===== src/rtl/collatz_pkg.sv =====
// Shared constants and types for the Collatz tile host driver.
package collatz_pkg;

  localparam int unsigned COLLATZ_BITS   = 144;
  localparam int unsigned COLLATZ_NBYTES = COLLATZ_BITS / 8;

  // uio_in bit positions on the tile pin interface
  localparam int unsigned UIO_WE   = 7;
  localparam int unsigned UIO_KICK = 6;
  localparam int unsigned UIO_PSEL = 5;

  // Read addresses as {path sel, addr[4:0]}
  localparam logic [5:0] ADDR_OLEN_LO = 6'h00;
  localparam logic [5:0] ADDR_OLEN_HI = 6'h01;
  localparam logic [5:0] ADDR_PREC_LO = 6'h20;
  localparam logic [5:0] ADDR_PREC_HI = 6'h21;

  typedef enum logic [2:0] {
    StIdle,
    StWrite,
    StKick,
    StEnter,
    StRun,
    StRead,
    StDone
  } host_state_e;

  // Address presented in each slot of the read pipeline
  function automatic logic [5:0] read_addr(input logic [1:0] slot);
    logic [5:0] addr;
    case (slot)
      2'd0:    addr = ADDR_OLEN_LO;
      2'd1:    addr = ADDR_OLEN_HI;
      2'd2:    addr = ADDR_PREC_LO;
      default: addr = ADDR_PREC_HI;
    endcase
    return addr;
  endfunction

endpackage


===== src/rtl/collatz_host_driver.sv =====
// Host-side initiator for the Collatz tile pin protocol: writes a start value bytewise,
// kicks COMPUTE, waits for the tile to return to IO, reads back orbit length and the
// path-record high half, and returns them on a valid/ready response port.
module collatz_host_driver
  import collatz_pkg::*;
#(
  parameter int unsigned BITS           = COLLATZ_BITS,
  parameter int unsigned NBYTES         = COLLATZ_NBYTES,
  parameter int unsigned TIMEOUT_CYCLES = 131072,
  parameter int unsigned ENTER_CYCLES   = 4
) (
  input  logic            clk,
  input  logic            rst_n,
  input  logic            cmd_valid,
  output logic            cmd_ready,
  input  logic [BITS-1:0] cmd_value,
  output logic            rsp_valid,
  input  logic            rsp_ready,
  output logic [15:0]     rsp_orbit_len,
  output logic [15:0]     rsp_path_h16,
  output logic            rsp_error,
  output logic [7:0]      dut_ui_in,
  output logic [7:0]      dut_uio_in,
  input  logic [7:0]      dut_uo_out,
  input  logic [7:0]      dut_uio_out,
  input  logic [7:0]      dut_uio_oe
);

  localparam logic [4:0]  LastByte = 5'(NBYTES - 1);
  localparam logic [17:0] EnterLim = 18'(ENTER_CYCLES);
  localparam logic [17:0] RunLim   = 18'(TIMEOUT_CYCLES);

  host_state_e     state_q, state_d;
  logic [BITS-1:0] value_q, value_d;
  // Byte index in WRITE, pipeline slot in READ
  logic [4:0]      idx_q, idx_d;
  logic [17:0]     timer_q, timer_d, timer_inc;
  // Read bytes a00, a01, a20 held until a21 arrives
  logic [23:0]     cap_q, cap_d;
  logic [15:0]     olen_q, olen_d, ph_q, ph_d;
  logic            err_q, err_d;
  logic [7:0]      ui_in_q, ui_in_d, uio_in_q, uio_in_d;
  logic            tile_compute;
  logic            unused_pins;

  assign tile_compute = dut_uio_oe[7];
  assign unused_pins  = ^{dut_uio_out, dut_uio_oe[6:0]};
  assign timer_inc    = (timer_q == '1) ? timer_q : timer_q + 18'd1;

  // Next-state logic: command capture, byte sequencing, timers and read-back capture
  always_comb begin
    state_d = state_q;
    value_d = value_q;
    idx_d   = idx_q;
    timer_d = timer_q;
    cap_d   = cap_q;
    olen_d  = olen_q;
    ph_d    = ph_q;
    err_d   = err_q;
    unique case (state_q)
      StIdle: begin
        if (cmd_valid) begin
          value_d = cmd_value;
          idx_d   = 5'd0;
          state_d = StWrite;
        end
      end
      StWrite: begin
        if (idx_q == LastByte) begin
          state_d = StKick;
        end else begin
          idx_d = idx_q + 5'd1;
        end
      end
      StKick: begin
        timer_d = '0;
        state_d = StEnter;
      end
      StEnter: begin
        // The tile may stay in COMPUTE for a single cycle, so oe is checked every cycle
        if (tile_compute) begin
          timer_d = '0;
          state_d = StRun;
        end else begin
          timer_d = timer_inc;
          if (timer_inc >= EnterLim) begin
            err_d   = 1'b1;
            olen_d  = '0;
            ph_d    = '0;
            state_d = StDone;
          end
        end
      end
      StRun: begin
        if (!tile_compute) begin
          idx_d   = 5'd0;
          state_d = StRead;
        end else begin
          timer_d = timer_inc;
          if (timer_inc >= RunLim) begin
            err_d   = 1'b1;
            olen_d  = '0;
            ph_d    = '0;
            state_d = StDone;
          end
        end
      end
      StRead: begin
        // Slot k captures the byte addressed in slot k-1 (tile read data is registered)
        idx_d = idx_q + 5'd1;
        case (idx_q)
          5'd1: cap_d[7:0]   = dut_uo_out;
          5'd2: cap_d[15:8]  = dut_uo_out;
          5'd3: cap_d[23:16] = dut_uo_out;
          5'd4: begin
            olen_d  = cap_q[15:0];
            ph_d    = {dut_uo_out, cap_q[23:16]};
            err_d   = 1'b0;
            state_d = StDone;
          end
          default: ;
        endcase
      end
      StDone: begin
        if (rsp_ready) begin
          state_d = StIdle;
        end
      end
      default: state_d = StIdle;
    endcase
  end

  // Tile pin values for the upcoming state, so the registered pins line up with it
  always_comb begin
    ui_in_d  = '0;
    uio_in_d = '0;
    unique case (state_d)
      StWrite: begin
        ui_in_d          = value_d[{idx_d, 3'b000} +: 8];
        uio_in_d[UIO_WE] = 1'b1;
        uio_in_d[4:0]    = idx_d;
      end
      StKick: begin
        uio_in_d[UIO_KICK] = 1'b1;
      end
      StRead: begin
        if (idx_d < 5'd4) begin
          uio_in_d[5:0] = read_addr(idx_d[1:0]);
        end
      end
      default: ;
    endcase
  end

  // State, datapath and pin registers; reset drops the tile pins to 0 immediately
  always_ff @(posedge clk or negedge rst_n) begin
    if (!rst_n) begin
      state_q  <= StIdle;
      value_q  <= '0;
      idx_q    <= '0;
      timer_q  <= '0;
      cap_q    <= '0;
      olen_q   <= '0;
      ph_q     <= '0;
      err_q    <= 1'b0;
      ui_in_q  <= '0;
      uio_in_q <= '0;
    end else begin
      state_q  <= state_d;
      value_q  <= value_d;
      idx_q    <= idx_d;
      timer_q  <= timer_d;
      cap_q    <= cap_d;
      olen_q   <= olen_d;
      ph_q     <= ph_d;
      err_q    <= err_d;
      ui_in_q  <= ui_in_d;
      uio_in_q <= uio_in_d;
    end
  end

  assign cmd_ready     = (state_q == StIdle);
  assign rsp_valid     = (state_q == StDone);
  assign rsp_orbit_len = olen_q;
  assign rsp_path_h16  = ph_q;
  assign rsp_error     = err_q;
  assign dut_ui_in     = ui_in_q;
  assign dut_uio_in    = uio_in_q;

endmodule


===== config.mk =====
export PLATFORM = sky130hd
export DESIGN_NAME = collatz_host_driver
export DESIGN_NICKNAME = d
export VERILOG_FILES = /design/src/rtl/collatz_pkg.sv /design/src/rtl/collatz_host_driver.sv
export SDC_FILE = /design/constraint.sdc
export NUM_CORES = 1
export LEC_CHECK = 0
export BUFFER_PORTS_ARGS = -buffer_cell sky130_fd_sc_hd__buf_2
export CORE_UTILIZATION = 50
export CTS_BUF_LIST = sky130_fd_sc_hd__clkbuf_4 sky130_fd_sc_hd__clkbuf_8 sky130_fd_sc_hd__clkbuf_16
export DETAILED_ROUTE_END_ITERATION = 10
export GPL_TIMING_DRIVEN = 1
export PLACE_DENSITY_LB_ADDON = 0.05
export SLEW_MARGIN = 20
export SYNTH_ARGS = -nofsm -noshare
export SYNTH_HDL_FRONTEND = slang
export SYNTH_SLANG_ARGS = --single-unit

===== constraint.sdc =====
create_clock -name clk -period 2.45 [get_ports clk]
set_clock_uncertainty 0.05 [all_clocks]
set_input_delay 0.1225 -clock clk [delete_from_list [all_inputs] [get_ports clk]]
set_output_delay 0.1225 -clock clk [all_outputs]
set_load 0.02 [all_outputs]

* Word level (Yosys, flattened, before mapping) *
Cells that the tools add are included.

word-level totals
  register bits after elaboration = 243
  logic and storage cells = 89
  input bits = 172
  output and inout port bits = 51

cells by class
  equal/unequal tests = 22
  magnitude comparators = 3
  shift-type cells = 1
  reduce and logical (&&, ||, !) cells = 9
  mux-type cells = 40
  add/subtract/negate cells = 2

operators with widths
  cell                                                  number
  2-to-1 mux 144 bit                                    2
  variable part select 144 x 9 -> 8 bit                 1
  2-to-1 mux 16 bit                                     6
  case mux 16 bit (3 select lines)                      2
  2-to-1 mux 18 bit                                     3
  case mux 18 bit (3 select lines)                      1
  2-to-1 mux 3 bit                                      8
  case mux 3 bit (7 select lines)                       1
  case mux 5 bit (4 select lines)                       1
  adder 18 x 1 -> 18 bit, second input constant         1
  == test 18 bit, second input constant                 1
  >= comparator 18 bit, second input constant           1
  >= comparator 18 x 3 -> 1 bit, second input constant  1
  case mux 6 bit (3 select lines)                       1
  2-to-1 mux 5 bit                                      3
  == test 3 bit, second input constant                  4
  == test 5 x 2 -> 1 bit, second input constant         2
  case mux 5 bit (2 select lines)                       1
  == test 3 x 2 -> 1 bit, second input constant         3
  2-to-1 mux 1 bit                                      8
  2-to-1 mux 8 bit                                      1
  inequality test 2 bit, second input constant          4
  AND reduction 2 bit                                   4
  == test 3 x 1 -> 1 bit, second input constant         2
  14 further kinds                                      15

* Logic depth before layout (Yosys ltp) *
  word-level depth = 8
  mapped depth = 11
  mapped depth without buffers = 10

* Worst setup path after synthesis *
Ideal clock, no wire load.

  path type = register to register
  from = register state_q[0]
  to = register ui_in_q[5] (netlist: dut_ui_in[5])
  clock period less this slack = 2.693 ns
  arrival time = 2.510 ns
  setup slack = -0.243 ns
  library setup time = 0.133 ns
  data required time = 2.267 ns
  buffers on the path = 4
  cell stages (with the launch flop) = 12
  cells stage by stage = dfrtp_1 buf_6 nor3_1 and2_1 buf_2 buf_2 buf_2 mux2_2 mux2i_1 nand3_1 nand2_1 nor4_2

between the ends
  elaborated cells on any way between the ends = 21
  classes of those cells = 7 x eq/ne; 1 x shift; 12 x mux; 1 x reduce/logical

RTL lines
  what                                   line                        source
  from (decl)                            collatz_host_driver.sv:33   host_state_e state_q, state_d;
  from (signal assigned)                 collatz_host_driver.sv:158  state_q <= StIdle;
  from (signal assigned)                 collatz_host_driver.sv:169  state_q <= state_d;
  logical NOT 3 bit                      --
  named net cmd_ready                    collatz_host_driver.sv:15   output logic cmd_ready,
  2-to-1 mux 144 bit                     collatz_host_driver.sv:60   unique case (state_q)
  named net value_d[37]                  collatz_host_driver.sv:34   logic [BITS-1:0] value_q, value_d;
  variable part select 144 x 9 -> 8 bit  collatz_host_driver.sv:139  ui_in_d = value_d[{idx_d, 3'b000} +: 8];
  2-to-1 mux 8 bit                       collatz_host_driver.sv:137  unique case (state_d)
  named net ui_in_d[5]                   collatz_host_driver.sv:42   logic [7:0] ui_in_q, ui_in_d, uio_in_q, uio_in_d;
  to (signal assigned)                   collatz_host_driver.sv:177  ui_in_q <= ui_in_d;
  to (decl)                              collatz_host_driver.sv:42

The timed path passes the listed nets, and every way through them passes these cells.
A chain may end at the register's enable or synchronous reset.

* Final worst setup path *
  from = register idx_q[1]
  to = register ui_in_q[3] (netlist: dut_ui_in[3])

between the ends
  longest elaborated chain between the ends = 5
  elaborated cells on any way between the ends = 13
  classes of those cells = 1 x add/sub; 3 x eq/ne; 1 x shift; 8 x mux

ends and longest elaborated chain
  what                                                                                       line                                                    source
  from (decl)                                                                                collatz_host_driver.sv:36                               logic [4:0] idx_q, idx_d;
  from (signal assigned)                                                                     collatz_host_driver.sv:171                              idx_q <= idx_d;
  adder 5 x 1 -> 5 bit, or another cell as far along                                         collatz_host_driver.sv:72, collatz_host_driver.sv:110
  2-to-1 mux 5 bit, or another cell as far along                                             collatz_host_driver.sv:69                               if (idx_q == LastByte) begin
  case mux 5 bit (4 select lines) / case mux 3 bit (7 select lines) (equally long branches)  collatz_host_driver.sv:60
  variable part select 144 x 9 -> 8 bit / == test 3 x 1 -> 1 bit (equally long branches)     collatz_host_driver.sv:139, collatz_host_driver.sv:137
  2-to-1 mux 8 bit (*)                                                                       collatz_host_driver.sv:137
  named net ui_in_d[3]                                                                       collatz_host_driver.sv:42

The timed path passes the listed nets; every way through them passes the cells marked *.

==> reports/summary.txt <==
Vias in the first global route = 10060
Dominant synthesized flop cell = dfrtp_1
Failing checks = design-rule violations, negative setup slack
Distinct cell type count after synthesis = 74
Pin count of the biggest net entering global routing = 92
Least-Margin Pin Slew = 0.7240 ns
Non-Filler Instances = 1702
Slew Limit Fails = 0
Port-buffer cells = 207
Drt first pass iters = 10
DR DRC count = 14
Remaining antenna violation count = 0
Synth-to-Final Area Change = 48.69%
Peak VDD IR = 1.089 mV
Mean Syn Cell Area = 12.15 µm²
Clock-pin slew on the worst setup and hold paths = 0.06 ns
Ys Warns = 0
Crit start category = register
Req. time, crit path = 2.81 ns
Max-cap viol count = 0
Hold Crit Class = input port to register
Seq/Total Area, Yosys = 53.65%
Effective utilization at floorplan = 51.46%
Area leader, netlist = dfrtp_1
Vias = 9548
Vias/cell = 5.610
Worst endpoint data arrival time = 3.00 ns
Cell area after synthesis = 11330 µm²
CTS tree = yes
Synth top cells by count = 243 x dfrtp_1, 167 x mux2_2, 69 x nor2_1, 51 x nand2_1, 48 x mux2i_1
Die width = 152.6 µm
GR Overflow Total = 0
Setup ws final = -0.1903 ns
Hold Vio Cnt, Final = 0
Core area = 22030 µm²
Io pins = 223
Critical path endpoint category = register
Achievable Freq = 378.8 MHz
Layout Utilization = 76.52%
TritonCTS Buffers = 26
Area contributors post-synth = dfrtp_1 54%, mux2_2 17%, mux2i_1 4.2%
Peak fanout along the critical path = 9
RSZ-0062 raised after global routing = yes
Mux contribution to synthesized area = 20.93%
Clk_lat worst skew = 0.53 ns
Final period utilization = 107.8%
Finish-stage setup viols = 40
Initial antenna violation count = 0
Total die area = 23280 µm²
Total track usage = 29.29%
Nets = 1581
H-tree depth = 1
Routed Wire Length = 34570 µm
Largest family of logic cells by synthesized area = multiplexers
Pwr dens = 1288 nW/µm²
First-pass GRT wire length = 53740 µm
Final HPWL DP = 21340 µm
Most common cell in the netlist = dfrtp_1
Complex-gate fraction of the synthesized area = 8.765%
Pleak = 0.007742 µW
FF+latch count, synth = 243
CTS root buffer = clkbuf_16
Filler cells = 1414
Layout cells sized above 1 = 48.14%
Number of synthesized flops with an enable pin = 0
Status = complete, but fails checks
Post-Synth XOR/XNOR Area = 0.5409%
Deepest clock path buffer count = 3
Placed cells = 1488
Top-area cell type share of the netlist area = 53.65%
Post-synth ARST share = 100.0%
RePlAce Congestion = 0.9187
Mapped Cells = 933
Critical path type = register to register
Wire per inst = 20.31 µm
Net Count, Synth = 1110
Adder-Cell Fraction of Synth Area = 0.5519%
Die Y = 152.6 µm
Clock Sinks = 243
Max_slew headroom = 51.73%
1st-iter DRT viols = 567
FP Rows = 54
Post-Synth Simple-Gate Area = 11.98%
Min Tclk post-route = 2.640 ns
-- metal layers --
layer / vias to the layer above / wire length (µm) / global-route usage (%)
li1: 4353 / - / -
met3: 88 / 1803 / 4.750
met2: 335 / 17830 / 52.01
met1: 4772 / 13490 / 35.73
met5: - / 0 / 0
met4: 0 / 1448 / 11.21
-- worst max-delay path, stage by stage, from the launching register on --
cell and delay (ns):
dfrtp_1 0.39, inv_2 0.08, ha_4 0.15, and4bb_2 0.28
a21oi_4 0.08, buf_6 0.12, o22ai_4 0.19, clkinv_4 0.18
buf_12 0.19, nor2_1 0.23, nor4_4 0.11, nor4_4 0.38
nor4_2 0.09
-- power breakdown --
group | total (µW) | switching, µW | internal [µW]
clock | 3870 | 1610 | 2260
combinational | 11500 | 6180 | 5290
sequential | 6370 | 616 | 5750
-- registers in the layout (all words and copies together) (netlist names), 5 cells and up --
register,cells
cap_q,24
dut_ui_in,8
dut_uio_in,8
idx_q,5
rsp_orbit_len,16
rsp_path_h16,16
timer_q,18
value_q,144
-- layout by cell type (no fill, tap or decap), types with 14 or more instances in the layout --
master,count
dfrtp_1,238
buf_2,206
mux2_2,167
dlygate4sd3_1,155
buf_4,117
nor2_1,59
nand2_1,47
mux2i_1,36
a22o_1,32
clkbuf_16,27
o21ai_0,23
nand3_1,21
nor4_4,21
buf_12,19
nor4_2,14
-- stage by stage --
| stage | TNS, ns | cell area, µm² | power [µW] | hold slack, ns | setup slack (ns) |
|---|---|---|---|---|---|
| floorplan | 0 | 11360 | 12020 | -0.2231 | 0.001986 |
| global placement | -5.401 | 13590 | 15000 | 0.1394 | -0.3656 |
| detailed placement | -6.211 | 13590 | 15100 | 0.1395 | -0.4052 |
| CTS | -2.384 | 16530 | 20600 | 0.02750 | -0.1424 |
| global route | -5.994 | 16850 | 22660 | 0.1666 | -0.2675 |
| finish | -2.254 | 16850 | 21710 | 0.1103 | -0.1903 |
-- worst paths after layout --
kind	from	end	slack, ns	cells past startpoint
max reg2reg	idx_q[1]	dut_ui_in[3]	-0.19	12
min in group asynchronous	rst_n	value_q[52]	0.14	2
max	idx_q[1]	dut_ui_in[3]	-0.19	12
max in group asynchronous	rst_n	value_q[98]	1.50	3
min	cmd_valid	state_q[0]	0.11	5
min reg2reg	value_q[94]	value_q[94]	0.44	1
-- final cells by class --
cell class | instances | area (µm²) | area share [%]
Antenna cell | 1 | 2.502 | 0.01485
Clock buffer | 37 | 758.2 | 4.499
Clock inverter | 8 | 85.08 | 0.5048
Inverter | 13 | 53.80 | 0.3192
Multi-Input combinational cell | 616 | 5542 | 32.88
Sequential cell | 243 | 6087 | 36.12
Tap cell | 280 | 350.3 | 2.079
Timing Repair Buffer | 504 | 3975 | 23.59
-- logic make-up after synthesis --
kind of cell    count (synthesis)
mux                           216
simple gates                  254
xor+xnor                        7
flops                         243
fa+ha+maj                       5
compound gates                133
buf+inv                        75
-- what timing repair did --
item,4_1_cts,5_1_grt
buffers inserted,4,5
endpoints found under the hold margin,263,0
gates cloned,2,2
setup endpoints to repair,42,46
pin swaps,16,28
hold buffers,155,0
gates resized for setup,81,54
Note: power is estimated with default switching activity, not from simulation.
